==> config.mk <==
export PLATFORM = sky130hd
export DESIGN_NAME = pipelined_core_param
export DESIGN_NICKNAME = d
export VERILOG_FILES = /design/src/rtl/pipelined_core_param.sv
export SDC_FILE = /design/constraint.sdc
export NUM_CORES = 1
export LEC_CHECK = 0
export BUFFER_PORTS_ARGS = -buffer_cell sky130_fd_sc_hd__buf_2
export CAP_MARGIN = 20
export CORE_MARGIN = 1
export CORE_UTILIZATION = 65
export CTS_CLUSTER_DIAMETER = 200
export DETAILED_ROUTE_END_ITERATION = 16
export PLACE_DENSITY = 0.84
export SYNTH_ARGS = -nofsm -noshare
export SYNTH_HDL_FRONTEND = slang
export SYNTH_SLANG_ARGS = --single-unit
==> constraint.sdc <==
create_clock -name Clk -period 10.2 [get_ports Clk]
set_clock_uncertainty 0.2 [all_clocks]
set_input_delay 1.53 -clock Clk [delete_from_list [all_inputs] [get_ports Clk]]
set_output_delay 1.53 -clock Clk [all_outputs]
set_load 0.02 [all_outputs]
==> src/rtl/pipelined_core_param.sv <==
// Parametrised 4-stage (IF/ID/EX/WB) integer core with EX/WB forwarding, RF write-through,
// ID-resolved jumps, EX-resolved conditional branches, a global stall and retire/debug ports.
module pipelined_core_param #(
    parameter int DATA_W = 8,
    parameter int ADDR_W = 8,
    parameter int NREG   = 8
) (
    input  logic              Clk,
    input  logic              Reset,
    output logic [ADDR_W-1:0] ImemAddr,
    input  logic [15:0]       ImemData,
    input  logic              Stall,
    output logic              WbValid,
    output logic [3:0]        WbRd,
    output logic [DATA_W-1:0] WbData,
    output logic [15:0]       Retired,
    input  logic [3:0]        DbgSel,
    output logic [DATA_W-1:0] DbgData
);
    localparam int RIW = (NREG > 1) ? $clog2(NREG) : 1;

    localparam logic [3:0] OP_ADD  = 4'd1;
    localparam logic [3:0] OP_SUB  = 4'd2;
    localparam logic [3:0] OP_AND  = 4'd3;
    localparam logic [3:0] OP_OR   = 4'd4;
    localparam logic [3:0] OP_XOR  = 4'd5;
    localparam logic [3:0] OP_LI   = 4'd6;
    localparam logic [3:0] OP_ADDI = 4'd7;
    localparam logic [3:0] OP_JMP  = 4'd8;
    localparam logic [3:0] OP_BEQZ = 4'd9;

    function automatic logic [ADDR_W-1:0] sext_addr(input logic [7:0] v);
        return ADDR_W'($signed(v));
    endfunction

    function automatic logic [DATA_W-1:0] sext_data(input logic [7:0] v);
        return DATA_W'($signed(v));
    endfunction

    // Architectural state
    logic [ADDR_W-1:0] pc_reg;
    logic [DATA_W-1:0] rf_reg [NREG];
    logic [15:0]       retired_reg;

    // IF/ID
    logic              ifid_valid_reg;
    logic [15:0]       ifid_instr_reg;
    logic [ADDR_W-1:0] ifid_pc_reg;

    // ID/EX
    logic              idex_valid_reg;
    logic [3:0]        idex_op_reg;
    logic [RIW-1:0]    idex_rd_reg;
    logic [RIW-1:0]    idex_rs_reg;
    logic [DATA_W-1:0] idex_rd_val_reg;
    logic [DATA_W-1:0] idex_rs_val_reg;
    logic [7:0]        idex_imm_reg;
    logic [ADDR_W-1:0] idex_pc_reg;

    // EX/WB
    logic              exwb_valid_reg;
    logic              exwb_wr_reg;
    logic [RIW-1:0]    exwb_rd_reg;
    logic [DATA_W-1:0] exwb_data_reg;

    // Decode in ID
    logic [3:0]        id_op;
    logic [RIW-1:0]    id_rd;
    logic [RIW-1:0]    id_rs;
    logic [7:0]        id_imm;
    logic [DATA_W-1:0] id_rd_val;
    logic [DATA_W-1:0] id_rs_val;
    logic              id_jmp;
    logic [ADDR_W-1:0] id_jmp_target;

    // Execute
    logic [DATA_W-1:0] ex_a;
    logic [DATA_W-1:0] ex_b;
    logic [DATA_W-1:0] ex_imm;
    logic [DATA_W-1:0] ex_result;
    logic              ex_wr;
    logic              ex_br_taken;
    logic [ADDR_W-1:0] ex_br_target;

    logic              wb_we;
    logic [ADDR_W-1:0] pc_next;

    assign wb_we = exwb_valid_reg && exwb_wr_reg && !Stall;

    assign id_op  = ifid_instr_reg[15:12];
    assign id_rd  = ifid_instr_reg[8 +: RIW];
    assign id_rs  = ifid_instr_reg[4 +: RIW];
    assign id_imm = ifid_instr_reg[7:0];

    // Write-through: a register committed this cycle is seen by the instruction in ID.
    assign id_rd_val = (wb_we && exwb_rd_reg == id_rd) ? exwb_data_reg : rf_reg[id_rd];
    assign id_rs_val = (wb_we && exwb_rd_reg == id_rs) ? exwb_data_reg : rf_reg[id_rs];

    assign id_jmp        = ifid_valid_reg && (id_op == OP_JMP);
    assign id_jmp_target = ifid_pc_reg + sext_addr(id_imm);

    // Forward the WB result to EX whenever the older instruction writes the same register.
    assign ex_a = (exwb_valid_reg && exwb_wr_reg && exwb_rd_reg == idex_rd_reg)
                  ? exwb_data_reg : idex_rd_val_reg;
    assign ex_b = (exwb_valid_reg && exwb_wr_reg && exwb_rd_reg == idex_rs_reg)
                  ? exwb_data_reg : idex_rs_val_reg;
    assign ex_imm = sext_data(idex_imm_reg);

    always_comb begin
        ex_result = '0;
        ex_wr     = 1'b1;
        case (idex_op_reg)
            OP_ADD:  ex_result = ex_a + ex_b;
            OP_SUB:  ex_result = ex_a - ex_b;
            OP_AND:  ex_result = ex_a & ex_b;
            OP_OR:   ex_result = ex_a | ex_b;
            OP_XOR:  ex_result = ex_a ^ ex_b;
            OP_LI:   ex_result = ex_imm;
            OP_ADDI: ex_result = ex_a + ex_imm;
            default: ex_wr     = 1'b0;
        endcase
    end

    assign ex_br_taken  = idex_valid_reg && (idex_op_reg == OP_BEQZ) && (ex_a == '0);
    assign ex_br_target = idex_pc_reg + sext_addr(idex_imm_reg);

    // The older branch in EX takes priority over a jump in ID, which it squashes anyway.
    always_comb begin
        pc_next = pc_reg + ADDR_W'(1);
        if (ex_br_taken) begin
            pc_next = ex_br_target;
        end else if (id_jmp) begin
            pc_next = id_jmp_target;
        end
    end

    always_ff @(posedge Clk or posedge Reset) begin
        if (Reset) begin
            pc_reg          <= '0;
            ifid_valid_reg  <= 1'b0;
            ifid_instr_reg  <= '0;
            ifid_pc_reg     <= '0;
            idex_valid_reg  <= 1'b0;
            idex_op_reg     <= '0;
            idex_rd_reg     <= '0;
            idex_rs_reg     <= '0;
            idex_rd_val_reg <= '0;
            idex_rs_val_reg <= '0;
            idex_imm_reg    <= '0;
            idex_pc_reg     <= '0;
            exwb_valid_reg  <= 1'b0;
            exwb_wr_reg     <= 1'b0;
            exwb_rd_reg     <= '0;
            exwb_data_reg   <= '0;
            retired_reg     <= '0;
        end else if (!Stall) begin
            pc_reg          <= pc_next;

            ifid_valid_reg  <= !(ex_br_taken || id_jmp);
            ifid_instr_reg  <= ImemData;
            ifid_pc_reg     <= pc_reg;

            idex_valid_reg  <= ifid_valid_reg && !ex_br_taken;
            idex_op_reg     <= id_op;
            idex_rd_reg     <= id_rd;
            idex_rs_reg     <= id_rs;
            idex_rd_val_reg <= id_rd_val;
            idex_rs_val_reg <= id_rs_val;
            idex_imm_reg    <= id_imm;
            idex_pc_reg     <= ifid_pc_reg;

            exwb_valid_reg  <= idex_valid_reg;
            exwb_wr_reg     <= ex_wr;
            exwb_rd_reg     <= idex_rd_reg;
            exwb_data_reg   <= ex_result;

            if (exwb_valid_reg) begin
                retired_reg <= retired_reg + 16'd1;
            end
        end
    end

    always_ff @(posedge Clk or posedge Reset) begin
        if (Reset) begin
            for (int i = 0; i < NREG; i++) begin
                rf_reg[i] <= '0;
            end
        end else begin
            for (int i = 0; i < NREG; i++) begin
                if (wb_we && exwb_rd_reg == RIW'(i)) begin
                    rf_reg[i] <= exwb_data_reg;
                end
            end
        end
    end

    // Index fields wider than the register file are ignored.
    generate
        if (RIW < 4) begin : g_narrow_idx
            logic unused_idx_bits;
            assign unused_idx_bits = ^{DbgSel[3:RIW], ifid_instr_reg[11:8+RIW]};
        end
    endgenerate

    assign ImemAddr = pc_reg;
    assign WbValid  = exwb_valid_reg && exwb_wr_reg;
    assign WbRd     = 4'(exwb_rd_reg);
    assign WbData   = exwb_data_reg;
    assign Retired  = retired_reg;
    assign DbgData  = rf_reg[DbgSel[RIW-1:0]];

endmodule
==> flow_metrics.py <==
metrics = {
    "outcome": {
        "status": "complete, no violations",
    },
    "logic_synthesis": {
        "synth_top_area_cell": "dfrtp_1",
        "synthDistinctLibCells": 55,
        "synth_most_common_cell": "dfrtp_1",
        "yosys-top-cells-count": "dfrtp_1 (165), mux2_2 (122), nand2_1 (68), nor2_1 (52), o21ai_0 (51)",
        "yosys_warnings": 0,
        "seq_area_frac_synth_pct": 40.4,
        "synth.avg_cell_area_um2": 11.5,
        "ys_ff_latch": 165,
        "synth.net_count": 954,
        "syn_area_um2": 10200,
        "yosys-top-cells-area": "dfrtp_1 (40%), mux2_2 (13%), mux4_2 (11%)",
        "synth_top_area_share_pct": 40.4,
        "synth_edf_count": 0,
        "synthCells": 889,
        "synth_top_flop_cell": "dfrtp_1",
        "async_flop_share_pct": 100,
    },
    "setup_path": {
        "critPathCaptureType": "output pin",
        "worstRegToRegCells": 12,
        "worstSetupPathType": "input pin to output pin",
        "crit_required_ns": 8.47,
        "critPathArrivalTime_ns": 3.04,
        "r2r-start": "idex_op_reg[1]",
        "timing.rr.end": "WbData[6]",
        "reg2reg_slack_ns": 6.00,
        "cp_max_fo": 16,
        "setup.worst_path.start_class": "input pin",
    },
    "timing": {
        "max_slew_margin_pct": 27.1,
        "finalHoldViolCount": 0,
        "fmax_mhz": 210,
        "fin_crit_sh_pct": 46.7,
        "setup_viol_count_final": 0,
        "slew_viol_final": 0,
        "rsz0062_at_grt": "no",
        "whs_ns": 0.284,
        "finalCriticalPeriod_ns": 4.77,
        "tns_ns": 0,
        "worstMarginPinSlew_ns": 1.09,
    },
    "worst_hold_path": {
        "min_path_cells": 1,
        "min_path_type": "flop to flop",
        "hold_end": "Retired[15]",
        "hp-start": "Retired[15]",
    },
    "power_and_ir_drop": {
        "intPower_w": 0.00145,
        "fin_total_pwr_w": 0.00221,
        "power_density_nw_per_um2": 197,
        "p_switching_w": 0.000762,
        "seqPwrFrac_pct": 40.7,
        "switching_share_pct": 34.5,
        "p_leak_nw": 5.25,
        "ir_worst_vdd_mv": 0.158,
        "combinationalPowerShare_pct": 29.5,
        "pwr-share-clk_pct": 29.7,
    },
    "clock_network": {
        "worstSkewPairLatency_ns": 0.43,
        "cts_sinks": 165,
        "clock_path_buffers": 2,
        "htree_levels": 4,
        "cts_buffers": 17,
        "post_cts_resized": 0,
        "root_buffer": "clkbuf_16",
        "cts_setup_buffers": 0,
        "clkSlewWorstSetupHoldPaths_ns": 0.06,
        "holdBufCountCts": 0,
        "cts_tree": "done",
    },
    "placement": {
        "port_buffers": 64,
        "place_inst": 1115,
        "dp_hpwl_um": 15500,
        "gp_congestion": 0.862,
    },
    "floorplan": {
        "die_h_um": 127,
        "coreArea_um2": 15300,
        "io_pins": 68,
        "start_util_pct": 67.0,
        "die_w_um": 127,
        "rows": 45,
        "die_area_um2": 16200,
    },
    "drt": {
        "wirelength_um": 23600,
        "wl_met3_um": 1600,
        "avgViaCountPerCell": 6.45,
        "dr.pass1.iters": 7,
        "vias": 7404,
        "top_layer": "met4",
        "first_iter_violations": 608,
        "ant_nets": 0,
        "routed-wl-met2_um": 11500,
        "met1_length_um": 9920,
        "wire_per_inst_um": 20.6,
        "drcViolationCount": 0,
    },
    "global_route": {
        "grt_pass1_vias": 7295,
        "grt_max_degree": 98,
        "grt_pass1_wl_um": 38000,
        "antenna_found_initial": 0,
        "track_usage_pct": 30.8,
        "grt-ovfl-total": 0,
    },
    "final_layout": {
        "fill_cells": 972,
        "syn2layout_area_growth_pct": 9.79,
        "antenna_cells": 0,
        "final_nets": 989,
        "multi_input_area_um2": 5700,
        "instances_no_fill": 1148,
        "layout-drive-gt1-share_pct": 31.5,
        "regArea_um2": 4130,
        "largest_reg_flops": 64,
    },
    "job": {
        "max_cap_violations": 0,
    },
}
[stage by stage]
| step | util, % | setup WS (ns) | area [um2] |
|---|---|---|---|
| after floorplan | - | 4.01 | 10200 |
| after global placement | 69.6 | 5.42 | 10600 |
| after detailed placement | 69.6 | 5.41 | 10600 |
| after CTS | 73.6 | 5.42 | 11200 |
| after global routing | 73.6 | 5.37 | 11200 |
| final | 73.6 | 5.43 | 11200 |
[logic make-up (layout without fill, tap and decap cells)]
kind of cell / after synthesis / count (layout) / share of synthesized area, %
muxes: 215 / 215 / 28.4
DFF: 165 / 165 / 40.4
buffers and inverters: 92 / 140 / 3.91
AOI/OAI and AO/OA: 128 / 128 / 7.66
adders and majority gates: 42 / 42 / 5.36
and+or+nand+nor: 187 / 187 / 9.22
other: 1 / 1 / 0.0367
xor gates and xnor gates: 59 / 59 / 5.05
[worst max-delay path by stage]
stage / start / endpoint
3_5_place_dp: DbgSel[0] / DbgData[2]
4_1_cts: DbgSel[0] / DbgData[2]
3_3_place_gp: DbgSel[0] / DbgData[2]
2_1_floorplan: Reset / ImemAddr[0]
5_1_grt: DbgSel[0] / DbgData[4]
6_report: DbgSel[0] / DbgData[2]
[cell usage in the layout, fill, tap and decap left out, drive strengths merged, types with 4 or more instances in the layout]
| cell | instances |
|---|---|
| a211oi | 4 |
| a21o | 4 |
| a21oi | 40 |
| a221o | 4 |
| a22o | 4 |
| buf | 74 |
| clkbuf | 23 |
| dfrtp | 165 |
| ha | 39 |
| inv | 35 |
| mux2 | 122 |
| mux2i | 45 |
| mux4 | 48 |
| nand2 | 68 |
| nand2b | 6 |
| nand3 | 11 |
| nand4 | 7 |
| nor2 | 52 |
| nor2b | 6 |
| nor3 | 8 |
| nor3b | 4 |
| nor4 | 10 |
| o21ai | 52 |
| xnor2 | 30 |
| xor2 | 29 |
[power groups by stage]
stage                     sequential (W)  combinational [W]  clock, W
after floorplan                 0.000876           0.000503         0
after global placement          0.000899           0.000617         0
after detailed placement        0.000905           0.000640         0
after CTS                       0.000896           0.000650  0.000663
after global routing            0.000914           0.000715  0.000687
final                           0.000901           0.000653  0.000657
[critical path, cell delays in order]
cell,delay (ns)
buf_2,0.45
mux4_2,0.58
mux2_2,0.30
buf_2,0.16
[metal layers]
metal / up-vias / track usage, %
met5: - / 0
met4: 0 / 13.9
met3: 62 / 5.40
met2: 342 / 49.7
met1: 3702 / 40.9
li1: 3298 / -
[layout make-up]
type / instances / area share [%]
sequential: 165 / 36.8
clock buffer: 22 / 4.31
multi-input combinational: 632 / 50.8
clock inverter: 10 / 1.06
timing repair buffer: 75 / 3.61
tap: 211 / 2.35
inverter: 33 / 1.15
Note: power is estimated with default switching activity, not from simulation.
